[src/rtl/bf_async_master.sv]
// -----------------------------------------------------------------------------
// bf_async_master
//   Initiator for the Blackfin EBIU asynchronous memory protocol. A single
//   read or write taken from the local command port is run through the
//   SETUP / ACCESS / WAIT / HOLD phases. The block drives AMS, ARE, AWE, the
//   address and the data pad, and honours ARDY wait states.
//
// Optional feature (macro BF_ARDY_TIMEOUT_EN):
//   When defined, WAIT gives up after TIMEOUT_CYC clocks of ARDY low. The
//   transaction then leaves through HOLD and responds with rsp_err=1; read
//   data is not captured. When undefined, WAIT never times out and
//   o_rsp_err is tied to 0.
//
// Ports:
//   i_clk, i_rst          rising-edge clock, asynchronous active-low reset
//   i_cmd_valid/o_cmd_ready, i_cmd_wr, i_cmd_bank, i_cmd_addr, i_cmd_wdata
//                         command port (accepted only in IDLE)
//   o_rsp_valid, o_rsp_rdata, o_rsp_err
//                         completion pulse, read data (held), timeout flag
//   o_bus_addr, o_bus_ams, o_bus_are, o_bus_awe, o_bus_dout, o_bus_doe
//                         registered EBIU outputs (strobes are active-low)
//   i_bus_din, i_bus_ardy pad read data, asynchronous ready from responder
// -----------------------------------------------------------------------------
module bf_async_master #(
    parameter int SETUP_CYC   = 2,
    parameter int ACCESS_CYC  = 4,
    parameter int HOLD_CYC    = 1,
    parameter int TIMEOUT_CYC = 255
) (
    input  logic        i_clk,
    input  logic        i_rst,
    input  logic        i_cmd_valid,
    output logic        o_cmd_ready,
    input  logic        i_cmd_wr,
    input  logic [1:0]  i_cmd_bank,
    input  logic [18:0] i_cmd_addr,
    input  logic [15:0] i_cmd_wdata,
    output logic        o_rsp_valid,
    output logic [15:0] o_rsp_rdata,
    output logic        o_rsp_err,
    output logic [18:0] o_bus_addr,
    output logic [3:0]  o_bus_ams,
    output logic        o_bus_are,
    output logic        o_bus_awe,
    output logic [15:0] o_bus_dout,
    output logic        o_bus_doe,
    input  logic [15:0] i_bus_din,
    input  logic        i_bus_ardy
);

    typedef enum logic [2:0] {
        S_IDLE, S_SETUP, S_ACCESS, S_WAIT, S_HOLD
    } state_t;

    state_t      r_state;
    logic [3:0]  r_cnt;
    logic        r_wr;
    logic        r_cmd_ready;
    logic        r_rsp_valid;
    logic [15:0] r_rsp_rdata;
    logic [18:0] r_addr;
    logic [3:0]  r_ams;
    logic        r_are;
    logic        r_awe;
    logic [15:0] r_dout;
    logic        r_doe;
    logic        r_ardy_s1;
    logic        r_ardy_s2;

`ifdef BF_ARDY_TIMEOUT_EN
    localparam int WCW = (TIMEOUT_CYC > 1) ? $clog2(TIMEOUT_CYC) : 1;
    logic [WCW-1:0] r_wcnt;
    logic           r_err;
    assign o_rsp_err = r_err;
`else
    assign o_rsp_err = 1'b0;
`endif

    // ARDY comes from another timing domain; two flops before the FSM sees it.
    always_ff @(posedge i_clk or negedge i_rst) begin
        if (!i_rst) begin
            r_ardy_s1 <= 1'b0;
            r_ardy_s2 <= 1'b0;
        end else begin
            r_ardy_s1 <= i_bus_ardy;
            r_ardy_s2 <= r_ardy_s1;
        end
    end

    always_ff @(posedge i_clk or negedge i_rst) begin
        if (!i_rst) begin
            r_state     <= S_IDLE;
            r_cnt       <= '0;
            r_wr        <= 1'b0;
            r_cmd_ready <= 1'b1;
            r_rsp_valid <= 1'b0;
            r_rsp_rdata <= '0;
            r_addr      <= '0;
            r_ams       <= 4'hF;
            r_are       <= 1'b1;
            r_awe       <= 1'b1;
            r_dout      <= '0;
            r_doe       <= 1'b0;
`ifdef BF_ARDY_TIMEOUT_EN
            r_wcnt      <= '0;
            r_err       <= 1'b0;
`endif
        end else begin
            r_rsp_valid <= 1'b0;
            case (r_state)
                S_IDLE: begin
                    // cmd_ready is high throughout IDLE, so valid alone accepts.
                    if (i_cmd_valid) begin
                        r_wr        <= i_cmd_wr;
                        r_addr      <= i_cmd_addr;
                        r_ams       <= ~(4'b0001 << i_cmd_bank);
                        r_doe       <= i_cmd_wr;
                        if (i_cmd_wr)
                            r_dout  <= i_cmd_wdata;
                        r_cnt       <= 4'(SETUP_CYC - 1);
                        r_cmd_ready <= 1'b0;
                        r_state     <= S_SETUP;
`ifdef BF_ARDY_TIMEOUT_EN
                        r_err       <= 1'b0;
`endif
                    end
                end
                S_SETUP: begin
                    if (r_cnt != 4'd0) begin
                        r_cnt <= r_cnt - 4'd1;
                    end else begin
                        if (r_wr) r_awe <= 1'b0;
                        else      r_are <= 1'b0;
                        r_cnt   <= 4'(ACCESS_CYC - 1);
                        r_state <= S_ACCESS;
                    end
                end
                S_ACCESS: begin
                    if (r_cnt != 4'd0) begin
                        r_cnt <= r_cnt - 4'd1;
                    end else begin
                        r_state <= S_WAIT;
`ifdef BF_ARDY_TIMEOUT_EN
                        r_wcnt  <= '0;
`endif
                    end
                end
                S_WAIT: begin
                    if (r_ardy_s2) begin
                        if (!r_wr)
                            r_rsp_rdata <= i_bus_din;
                        r_are   <= 1'b1;
                        r_awe   <= 1'b1;
                        r_cnt   <= 4'(HOLD_CYC);
                        r_state <= S_HOLD;
                    end
`ifdef BF_ARDY_TIMEOUT_EN
                    // This edge is the TIMEOUT_CYC-th WAIT clock with ARDY low.
                    else if (r_wcnt == WCW'(TIMEOUT_CYC - 1)) begin
                        r_are   <= 1'b1;
                        r_awe   <= 1'b1;
                        r_err   <= 1'b1;
                        r_cnt   <= 4'(HOLD_CYC);
                        r_state <= S_HOLD;
                    end else begin
                        r_wcnt  <= r_wcnt + 1'b1;
                    end
`endif
                end
                S_HOLD: begin
                    if (r_cnt != 4'd0) begin
                        r_cnt <= r_cnt - 4'd1;
                    end else begin
                        r_ams       <= 4'hF;
                        r_doe       <= 1'b0;
                        r_rsp_valid <= 1'b1;
                        r_cmd_ready <= 1'b1;
                        r_state     <= S_IDLE;
                    end
                end
                default: r_state <= S_IDLE;
            endcase
        end
    end

    assign o_cmd_ready = r_cmd_ready;
    assign o_rsp_valid = r_rsp_valid;
    assign o_rsp_rdata = r_rsp_rdata;
    assign o_bus_addr  = r_addr;
    assign o_bus_ams   = r_ams;
    assign o_bus_are   = r_are;
    assign o_bus_awe   = r_awe;
    assign o_bus_dout  = r_dout;
    assign o_bus_doe   = r_doe;

endmodule

[config.mk]
export PLATFORM = sky130hd
export DESIGN_NAME = bf_async_master
export DESIGN_NICKNAME = d
export VERILOG_FILES = /design/src/rtl/bf_async_master.sv
export SDC_FILE = /design/constraint.sdc
export NUM_CORES = 1
export LEC_CHECK = 0
export CORE_MARGIN = 3
export CORE_UTILIZATION = 43
export DETAILED_ROUTE_END_ITERATION = 8
export PLACE_DENSITY_LB_ADDON = 0.15
export SETUP_SLACK_MARGIN = 0.4
export SYNTH_ARGS = -nofsm -noshare
export SYNTH_HDL_FRONTEND = slang
export SYNTH_SLANG_ARGS = --single-unit
[constraint.sdc]
create_clock -name i_clk -period 1.9 [get_ports i_clk]
set_input_delay 0.38 -clock i_clk [delete_from_list [all_inputs] [get_ports i_clk]]
set_output_delay 0.38 -clock i_clk [all_outputs]
set_load 0.01 [all_outputs]
# After elaboration in Yosys (flattened, before gate mapping)
# Index checks and enable logic that the tools add are counted.
# word_totals
register_bits,70
output_inout_bits,61
word_cells,73
input_bits,58
# classes
bitwise,2
muxes,29
addsub,1
n_reduce_logical,14
n_shift,1
eq_ne,12
# op_table
op,n
$mux 4,6
$pmux 4 s4,1
$mux 3,5
$pmux 3 s5,1
$ne 2x2->1 const B,7
$reduce_and 4->1,3
$mux 1,11
$reduce_and 3->1,3
$pmux 1 s2,4
$pmux 4 s2,1
$reduce_bool 4->1,2
$eq 3x2->1 const B,2
$reduce_and 5->1,1
$not 4->4,1
$reduce_bool 2->1,2
$shl 1x2->4 const A,1
$sub 4x1->4 const B,1
$eq 3x1->1 const B,1
$eq 3x3->1 const B,1
$logic_not 3->1,1
$ne 2x1->1 const B,1
$reduce_and 2->1,1
$reduce_or 2->1,1
$not 1->1,1

# Longest topological paths before layout
# depth
word_depth,4
mapped_depth,7

# Least setup slack after synthesis
# OpenSTA, ideal clock, no wires.
# synth_timing
kind,register -> register
start,register r_cnt[0]
end,register r_cnt[1]
required_ns,1.779
setup_ns,0.121
arrival_ns,1.537
synth_period_minus_slack_ns,1.658
stages_incl_launch_ff,8
slack_ns,0.242
cell_sequence,dfrtp_1 inv_1 ha_1 or3b_1 clkbuf_1 a31oi_1 o22ai_1 and4b_1
# synth_between
elab_chain_len,3
word_cells_on_any_way,7
classes_between,1 x add/sub; 1 x eq/ne; 3 x mux; 2 x reduce/logical
# synth_lines
item,line,rtl
from (decl),56,logic [3:0] r_cnt;
from (signal assigned),120,r_cnt <= 4'(SETUP_CYC - 1);
from (signal assigned),130,r_cnt <= r_cnt - 4'd1;
from (signal assigned),134,r_cnt <= 4'(ACCESS_CYC - 1);
$sub 4x1->4 or $reduce_bool 4->1 (tied branches),n/a,
"$mux 4, or another cell as far along","139, 171",
$pmux 4 s4 or $reduce_and 4->1 (tied branches),n/a,
# Parallel ways exist; a longest one is shown, timed or not. The select of a mux whose other input is x is not followed.
# A chain may end at the register's enable or synchronous reset.

# Final worst setup path
# layout_timing
start,register r_cnt[1]
end,register r_cnt[1]
# Same word-level chain as after synthesis.

==> results.py <==
metrics = {
    "sta": {
        "fin_setup_tns_ns": 0,
        "final_period_utilization_pct": 84.1,
        "final_hold_viols": 0,
        "post_route_worst_setup_slack_ns": 0.301,
        "setup_viol": 0,
        "period_needed_ns": 1.60,
        "final-max-slew-violation-count": 0,
        "max_clock_freq_mhz": 626,
        "rsz0062_at_grt": "true",
        "clock-skew-final_ns": 0.00669,
    },
    "global_routing": {
        "grt_antenna_before_repair": 0,
        "vias_in_the_first_global_route": 2657,
        "global_route.usage.total_pct": 22.1,
        "grt_pass1_wl_um": 13000,
        "grt_start_max_net_pins": 56,
        "global_route.overflow_total": 0,
    },
    "synthesis": {
        "synthArstFlopShare_pct": 100,
        "synth_seq_area_share_pct": 60.1,
        "ys.flop_type": "dfrtp_1",
        "cells_after_synthesis": 214,
        "post_synth_num_cell_types": 46,
        "synth.ff_latch_count": 70,
        "postSynthAreaPerCell_sq_um": 13.7,
        "synthesis.area_sq_um": 2930,
        "synth_edf_count": 0,
        "synth_nets": 274,
        "synth.yosys.warnings": 0,
    },
    "placed_design": {
        "gp_congestion": 0.901,
        "pre_cts_slack_ns": -0.0748,
        "dpl-instance-area_sq_um": 4290,
        "detailedPlacementHpwl_um": 5090,
        "port_buffers": 117,
    },
    "setup_path": {
        "worst_path_dominant_cell_family": "simple AND/OR/NAND/NOR gates",
        "worstPathArrival_ns": 1.83,
        "critical_path_slowest_stage_cell": "or3b_4",
        "endpoint_kind": "flip-flop",
        "timing.critical_path.slowest_cell_delay_ns": 0.42,
        "setup.worst_path.start_class": "flip-flop",
        "timing.critical_path.fanout_max": 5,
        "timing_worst_setup_path_type": "reg2reg",
        "worstPathBufferInverterCount": 1,
        "crit_chain": "inv_2 -> ha_4 -> or3b_4 -> a31oi_2 -> o22ai_2 -> and4b_1",
        "cp_data_required_time_ns": 2.13,
    },
    "run_status": {
        "run_status": "completed",
    },
    "floorplanning": {
        "design.die.area_sq_um": 7840,
        "die_height_um": 88.5,
        "die_width_um": 88.5,
        "fp.coreArea_sq_um": 6460,
        "rows": 29,
        "initial_util_pct": 45.4,
        "io-pin-count": 119,
    },
    "route": {
        "post_drt_wl_per_cell_um": 18.9,
        "dr.pass1.iters": 4,
        "initialDrtViolationCount": 109,
        "ant_nets": 0,
        "dr_total_vias": 2446,
        "remaining_drc_errors": 0,
        "detail_route.wirelength_um": 8780,
        "vias_per_cell": 5.26,
    },
    "clock_tree": {
        "ctsHtreeMaxLevel": 3,
        "cts-root-buf": "clkbuf_8",
        "cts_buffer_depth": 2,
        "clock_insertion_delay_at_the_later_pin_of_the_skew_report_ns": 0.34,
        "tritoncts": "built",
        "number_of_buffers_created_by_cts": 9,
        "clk_sink_count": 70,
        "cts.clk_slew.worst_paths_ns": 0.08,
    },
    "power": {
        "vdd_ir_drop_max_v": 0.000872,
        "cellLeakagePower_uw": 0.00237,
        "fin_total_pwr_uw": 8330,
        "power.density_nw_per_um2": 1630,
    },
    "cells_and_area": {
        "final_design_area_no_fill_sq_um": 5110,
        "area_delta_synth_final_pct": 74.5,
        "layout.filler_cells": 401,
        "diodes": 0,
        "proportion_of_layout_cells_with_a_drive_suffix_above_1_pct": 42.5,
        "fin_nets": 443,
    },
    "min_path": {
        "holdCritPathClass": "reg2reg",
    },
    "run": {
        "max-cap-violations": 0,
    },
}
## synthesized netlist by cell type (all sizes together) (2+ instances only)
cell	n	area, sq um
o22a	2	17.5
buf	9	62.6
dfrtp	63	1580
nand3	4	20.0
ha	2	25.0
o22ai	3	25.0
nand2	7	33.8
nand2b	3	26.3
inv	7	26.3
nor2	12	45.0
dfstp	7	184
nor3	5	47.5
a21oi	8	40.0
a211oi	2	15.0
nor4	2	12.5
mux2	51	574
and3	2	12.5
o21ai	5	25.0
## final cells by class
| cell class | instances | area, sq um | area share, % |
|---|---|---|---|
| clock inverters | 5 | 81.3 | 1.59 |
| well taps | 77 | 96.3 | 1.88 |
| inverters | 7 | 26.3 | 0.514 |
| flip-flops and latches | 70 | 1760 | 34.5 |
| repair buffers | 166 | 1620 | 31.6 |
| multi-input cells | 129 | 1390 | 27.2 |
| clock buffers | 11 | 141 | 2.77 |
## timing repair
item,in CTS,in global routing
setup buffers,23,7
setup endpoints to repair,122,69
pin swaps,6,6
gates resized for setup,116,51
gates cloned,4,1
hold endpoints to repair,11,0
hold buffers,1,0
## registers in the layout, summed over array words and instances, names as in the netlist
| name | flops |
|---|---|
| o_bus_addr | 19 |
| o_bus_dout | 16 |
| o_rsp_rdata | 16 |
| o_bus_ams | 4 |
| r_cnt | 4 |
| r_state | 3 |
| o_bus_are | 1 |
| o_bus_awe | 1 |
| o_bus_doe | 1 |
| o_cmd_ready | 1 |
| o_rsp_valid | 1 |
| r_ardy_s1 | 1 |
| r_ardy_s2 | 1 |
| r_wr | 1 |
## metrics by stage
step	cells	hold slack [ns]	utilization [%]
floorplan	214	0.0844	-
global placement	413	0.316	66.4
detailed placement	413	0.323	66.4
CTS	457	0.355	75.8
global route	465	0.384	79.2
finish	465	0.357	79.2
## where the power goes
part | switching, uW | leakage (uW) | internal (uW) | total (uW)
sequential | 438 | 0.000832 | 2220 | 2660
combinational | 1810 | 0.00143 | 2510 | 4310
clock | 575 | 0.000110 | 778 | 1350
total | 2820 | 0.00237 | 5500 | 8330
## path summary, 6_finish.rpt
| kind | from | end | slack [ns] | cells after the start |
|---|---|---|---|---|
| max | r_cnt[1] | r_cnt[1] | 0.30 | 6 |
| min | r_ardy_s1 | r_ardy_s2 | 0.36 | 0 |
| max reg2reg | r_cnt[1] | r_cnt[1] | 0.30 | 6 |
| min reg2reg | r_ardy_s1 | r_ardy_s2 | 0.36 | 0 |
| max in group asynchronous | i_rst | o_bus_awe | 0.73 | 3 |
| min in group asynchronous | i_rst | o_bus_addr[15] | 0.50 | 2 |
## kinds of logic after synthesis
family                   share of synthesized area (%)
flip-flops                                        60.1
AND/OR/NAND/NOR                                   9.14
AO/OA/AOI/OAI                                     6.41
buffers and inverters                             3.16
other                                            0.128
multiplexers                                      19.6
XOR/XNOR                                         0.598
adder cells (fa/ha/maj)                          0.854
## layer usage
| layer | vias up | GRT usage (%) | routed length, um |
|---|---|---|---|
| met5 | - | 0 | 0 |
| met4 | 0 | 7.55 | 208 |
| met3 | 19 | 8.57 | 637 |
| met2 | 83 | 39.4 | 4560 |
| met1 | 1242 | 24.0 | 3370 |
| li1 | 1102 | - | - |
## cell usage in the layout (no fill, tap or decap), drive strengths merged, types with 2 or more instances in the layout
cell           Yosys  layout
nand3              4       4
o22ai              3       3
buf                9      54
clkdlybuf4s50      0      55
a211oi             2       2
dfstp              7       7
nor2              12      12
dfrtp             63      63
nand2              7       9
dlygate4sd2        0      54
nor3               5       5
inv                7       8
o21ai              5       5
mux2              51      51
ha                 2       2
clkbuf             1      12
a21oi              8       8
nor4               2       2
bufinv             0       2
and3               2       2
nand2b             3       3
o22a               2       2
(Power assumes the default switching activity.)
==> edit 1, RTL diff (same flow settings) <==
Make the reset (`i_rst`) synchronous in 2 clocked blocks. Comments in the files are not updated.
--- a/src/rtl/bf_async_master.sv
+++ b/src/rtl/bf_async_master.sv
@@ -78,5 +78,5 @@
 
     // ARDY comes from another timing domain; two flops before the FSM sees it.
-    always_ff @(posedge i_clk or negedge i_rst) begin
+    always_ff @(posedge i_clk) begin
         if (!i_rst) begin
             r_ardy_s1 <= 1'b0;
@@ -88,5 +88,5 @@
     end
 
-    always_ff @(posedge i_clk or negedge i_rst) begin
+    always_ff @(posedge i_clk) begin
         if (!i_rst) begin
             r_state     <= S_IDLE;
Behaviour: differs if i_rst is asserted again (counterexample within 4 cycles, from zero or initial values and one cycle with i_rst low); with i_rst held inactive, the same outputs for 10 cycles.
==> edit 1 against the original RTL <==
Cell area down 11%. Largest cell class unchanged. Wire length is 10% lower. Final cell count increased by 16%. Area after synthesis decreased by 7.0%. Clock skew grew 0.0042 ns. Worst setup slack worse by 0.0087 ns. Sequential cell count is the same.
Power is not compared: it rests on default switching activity, and its combinational part moved more than twofold at a synthesized area within 25%.
==> edit 1: results (changes against the original RTL) <==
Routed WL=7900 um (-10%); share of flip-flops with an asynchronous set or reset=0% (-100 points); GRT Overall Usage=20.7% (-1.4 points); Worst Path Required=2.15 ns (+0.02 ns); sequential fraction of the synthesis area=51.5% (-8.6 points); clock skew=0.0109 ns (+0.00418 ns); Area after DPL=4030 um2 (-6.1%); FILL cells=450 (+12%); non-filler cells, final=541 (+16%); WHS Path Cells=1 (+1); pre-CTS setup slack=-0.0752 ns (-0.000371 ns); Synth Instances=331 (+55%); Cell variety after synth=45 (-2.2%); status=finished clean; DP HPWL=5110 um (+0.46%); most common cell in the synthesized netlist=nand2_1; Placed Cells=516 (+25%); HP Start=r_ardy_s1$_SDFF_PN0_; Main synth FF type=dfxtp_1; Synthesis Warnings=0 (unchanged); worst hold path endpoint=r_ardy_s2$_SDFF_PN0_; Final min period=1.61 ns (+0.00874 ns); Synthesized Nets=391 (+43%); Final Wtd Congestion=0.822 (-8.7%); fraction of layout cells with a size suffix above 1=21.2% (-21 points); largest net degree at the start of global routing=33 (-41%); ranking of synthesized cells by area=dfxtp_1 51%, nand2_1 15%, a21oi_1 10%; Worst Setup EP=r_cnt[1]$_SDFFE_PN0P_; first-pass GRT wire length=11,900 um (-8.2%); Crit. Startpoint=r_cnt[1]$_SDFFE_PN0P_
==> edit 1: cell types whose count changed after synthesis, sizes merged, moves of 3 or more <==
cell / before / now
o22ai: 3 / 0
nand2: 7 / 110
dfrtp: 63 / 0
buf: 9 / 14
a21oi: 8 / 57
o21ai: 5 / 10
nor3b: 1 / 4
and2: 0 / 3
dfxtp: 0 / 70
dfstp: 7 / 0
mux2: 51 / 0
inv: 7 / 3
clkbuf: 1 / 10
nor2: 12 / 9
==> edit 1: layer usage <==
metal | share of wire, % | wire, um | GRT usage, % | up-vias
met4 | 2.4 | 186 | 10.9 | 0
met5 | 0 | 0 | 0 | -
met3 | 8.4 | 666 | 7.20 | 16
met1 | 41 | 3260 | 25.0 | 1231
li1 | - | - | - | 1366
met2 | 48 | 3790 | 32.6 | 96
==> edit 1: what timing repair did <==
| action | in CTS | in global routing |
|---|---|---|
| cloned | 0 | 2 |
| setup buffers | 3 | 4 |
| setup endpoints to repair | 122 | 63 |
| pin swaps | 8 | 25 |
| resized for setup | 75 | 66 |
==> edit 1: critical path, stage by stage, from the launching register on <==
cell and delay, ns:
dfxtp_2 0.36, inv_4 0.05, ha_4 0.14, or3b_4 0.29, nor3_4 0.05, or3_1 0.35, a221oi_2 0.28
==> edit 1: cell families (layout without fill, tap and decap cells) <==
kind of cell	Yosys count	after routing	share of synthesized area, %
adders and majority gates	2	2	0.919
other	1	1	0.138
AOI/OAI and AO/OA	79	79	16.6
xor gates and xnor gates	2	2	0.643
DFF	70	70	51.5
buffers and inverters	27	162	5.01
and+or+nand+nor	150	150	25.2
==> edit 1: final cells by class <==
class	count	area [um2]	area share, %
repair buffers	143	1380	30.1
inverters	3	16.3	0.356
clock inverters	5	105	2.30
flip-flops and latches	70	1420	31.0
multi-input cells	234	1410	30.8
clock buffers	11	151	3.31
well taps	75	93.8	2.05
==> edit 1: per-stage QoR <==
step	util (%)	hold slack, ns
6_report	75.9	0.447
5_1_grt	75.9	0.469
4_1_cts	71.3	0.449
3_5_place_dp	66.9	0.431
3_3_place_gp	66.9	0.416
2_1_floorplan	-	0.412
==> edit 1: report_power, final <==
group	leakage (uW)	internal (uW)	switching, uW
Clock	0.000122	944	558
Sequential	0.000574	1640	151
Combinational	0.00126	767	773
Total	0.00196	3350	1480
==> edit 2, RTL diff (same flow settings) <==
Without the edit above. Change the parameter `HOLD_CYC` from 1 to 0.
--- a/src/rtl/bf_async_master.sv
+++ b/src/rtl/bf_async_master.sv
@@ -25,5 +25,5 @@
     parameter int SETUP_CYC   = 2,
     parameter int ACCESS_CYC  = 4,
-    parameter int HOLD_CYC    = 1,
+    parameter int HOLD_CYC    = 0,
     parameter int TIMEOUT_CYC = 255
 ) (
Behaviour: not the same (a bounded check fails within 10 cycles, from zero or initial values and one cycle with i_rst low).
==> edit 2 against the original RTL <==
Area after synthesis up 1.8%. Worst setup slack gained 0.010 ns. Wire length shrank 0.26%. Sequential power increased by 2%. Total power down 2.5%. Cell area decreased by 1.0%. Sequential cell count stayed put. Combinational power shrank 4%.
==> edit 2: results (changes against the original RTL) <==
NonClk Buf Share=30.3% (-1.3 points); pre-CTS setup slack=-0.00771 ns (+0.0671 ns); first-pass GRT wire length=12,500 um (-3.5%); non-filler cells, final=505 (+8.6%); Hold Crit Class=in2async; slowest cell on the critical path=dfrtp_1; status=finished clean; Iter 0 DRT Violations=134 (+23%); Synth Instances=261 (+22%); vias in the first global route=2,543 (-4.3%); met1 usage=24.6% (+0.69 points); GRT Overall Usage=21.1% (-1.0 points); met1 wire length=3550 um (+5.3%); Placed Cells=453 (+9.7%); count of multi-input combinational gates=173 (+34%); Post-synth top cells=63 x dfrtp_1, 63 x nand2_1, 24 x mux2_2; CLK BUF=13 (+2); fraction of layout cells with a size suffix above 1=38.8% (-3.7 points); Final clock-cell share=3.98% (-0.38 points); largest stage delay on the critical path=0.36 ns (-0.06 ns); PostCTS Resize Cnt=100 (-14%); vias per cell=5.10 (-3.1%); Routed WL=8760 um (-0.26%); largest net degree at the start of global routing=71 (+27%); FILL cells=431 (+7.5%); met2 Resource Use GR=35.3% (-4.1 points); sequential fraction of the synthesis area=59.0% (-1.1 points); Final Wtd Congestion=0.855 (-5.0%); clock skew=0.00988 ns (+0.00319 ns); # nets final=482 (+8.8%); Mean Syn Cell Area=11.4 um2 (-17%); # Post-CTS Setup Buffers=18 (-22%); Non-clk bufs=162 (-2.4%); Max VDD drop=855 uV (-2.0%); multi-input combinational area share=28.4% (+1.3 points); ranking of synthesized cells by area=dfrtp_1 53%, mux2_2 9.1%, nand2_1 7.9%; register area=1770 um2 (+0.14%); global-route met3 utilization=7.74% (-0.82 points)
edit 2: changes by cell type after synthesis, sizes merged, moves of 2 or more:
cell	delta
nor3	+2
nor4	-2
mux2	-19
nor2b	+3
or3	+2
o21ai	+4
nand3b	+2
and3	-2
nand2	+57
a211oi	-2
clkbuf	+4
o21a	+2
edit 2: report_power, final:
group,switching (uW),internal (uW),total [uW]
clock network,570,677,1250
logic,1870,2280,4150
registers,497,2230,2720
total,2940,5180,8120
edit 2: how the worst max path moves through the flow:
stage | from | end | slack [ns] | depth (start not counted)
after detailed placement | i_cmd_valid | r_cnt[3]$_DFFE_PN0P_ | -0.008 | 6
after global placement | i_cmd_valid | r_cnt[3]$_DFFE_PN0P_ | 0.007 | 6
after CTS | r_state[2]$_DFFE_PN0P_ | o_rsp_rdata[10]$_DFFE_PN0P_ | 0.30 | 5
after floorplan | r_state[2]$_DFFE_PN0P_ | o_rsp_rdata[0]$_DFFE_PN0P_ | 0.32 | 5
final | r_cnt[1]$_DFFE_PN0P_ | r_cnt[1]$_DFFE_PN0P_ | 0.31 | 7
after global routing | r_cnt[1]$_DFFE_PN0P_ | r_cnt[2]$_DFFE_PN0P_ | 0.24 | 8
edit 2: cells by family (layout without fill, tap and decap cells):
| family | after synthesis | in the layout | synth area share [%] |
|---|---|---|---|
| adders and majority gates | 1 | 1 | 0.419 |
| xor gates and xnor gates | 3 | 3 | 0.881 |
| muxes | 32 | 32 | 13.1 |
| AOI/OAI and AO/OA | 31 | 31 | 6.54 |
| other | 1 | 1 | 0.126 |
| buffers and inverters | 20 | 185 | 3.31 |
| and+or+nand+nor | 103 | 105 | 16.6 |
| DFF | 70 | 70 | 59.0 |
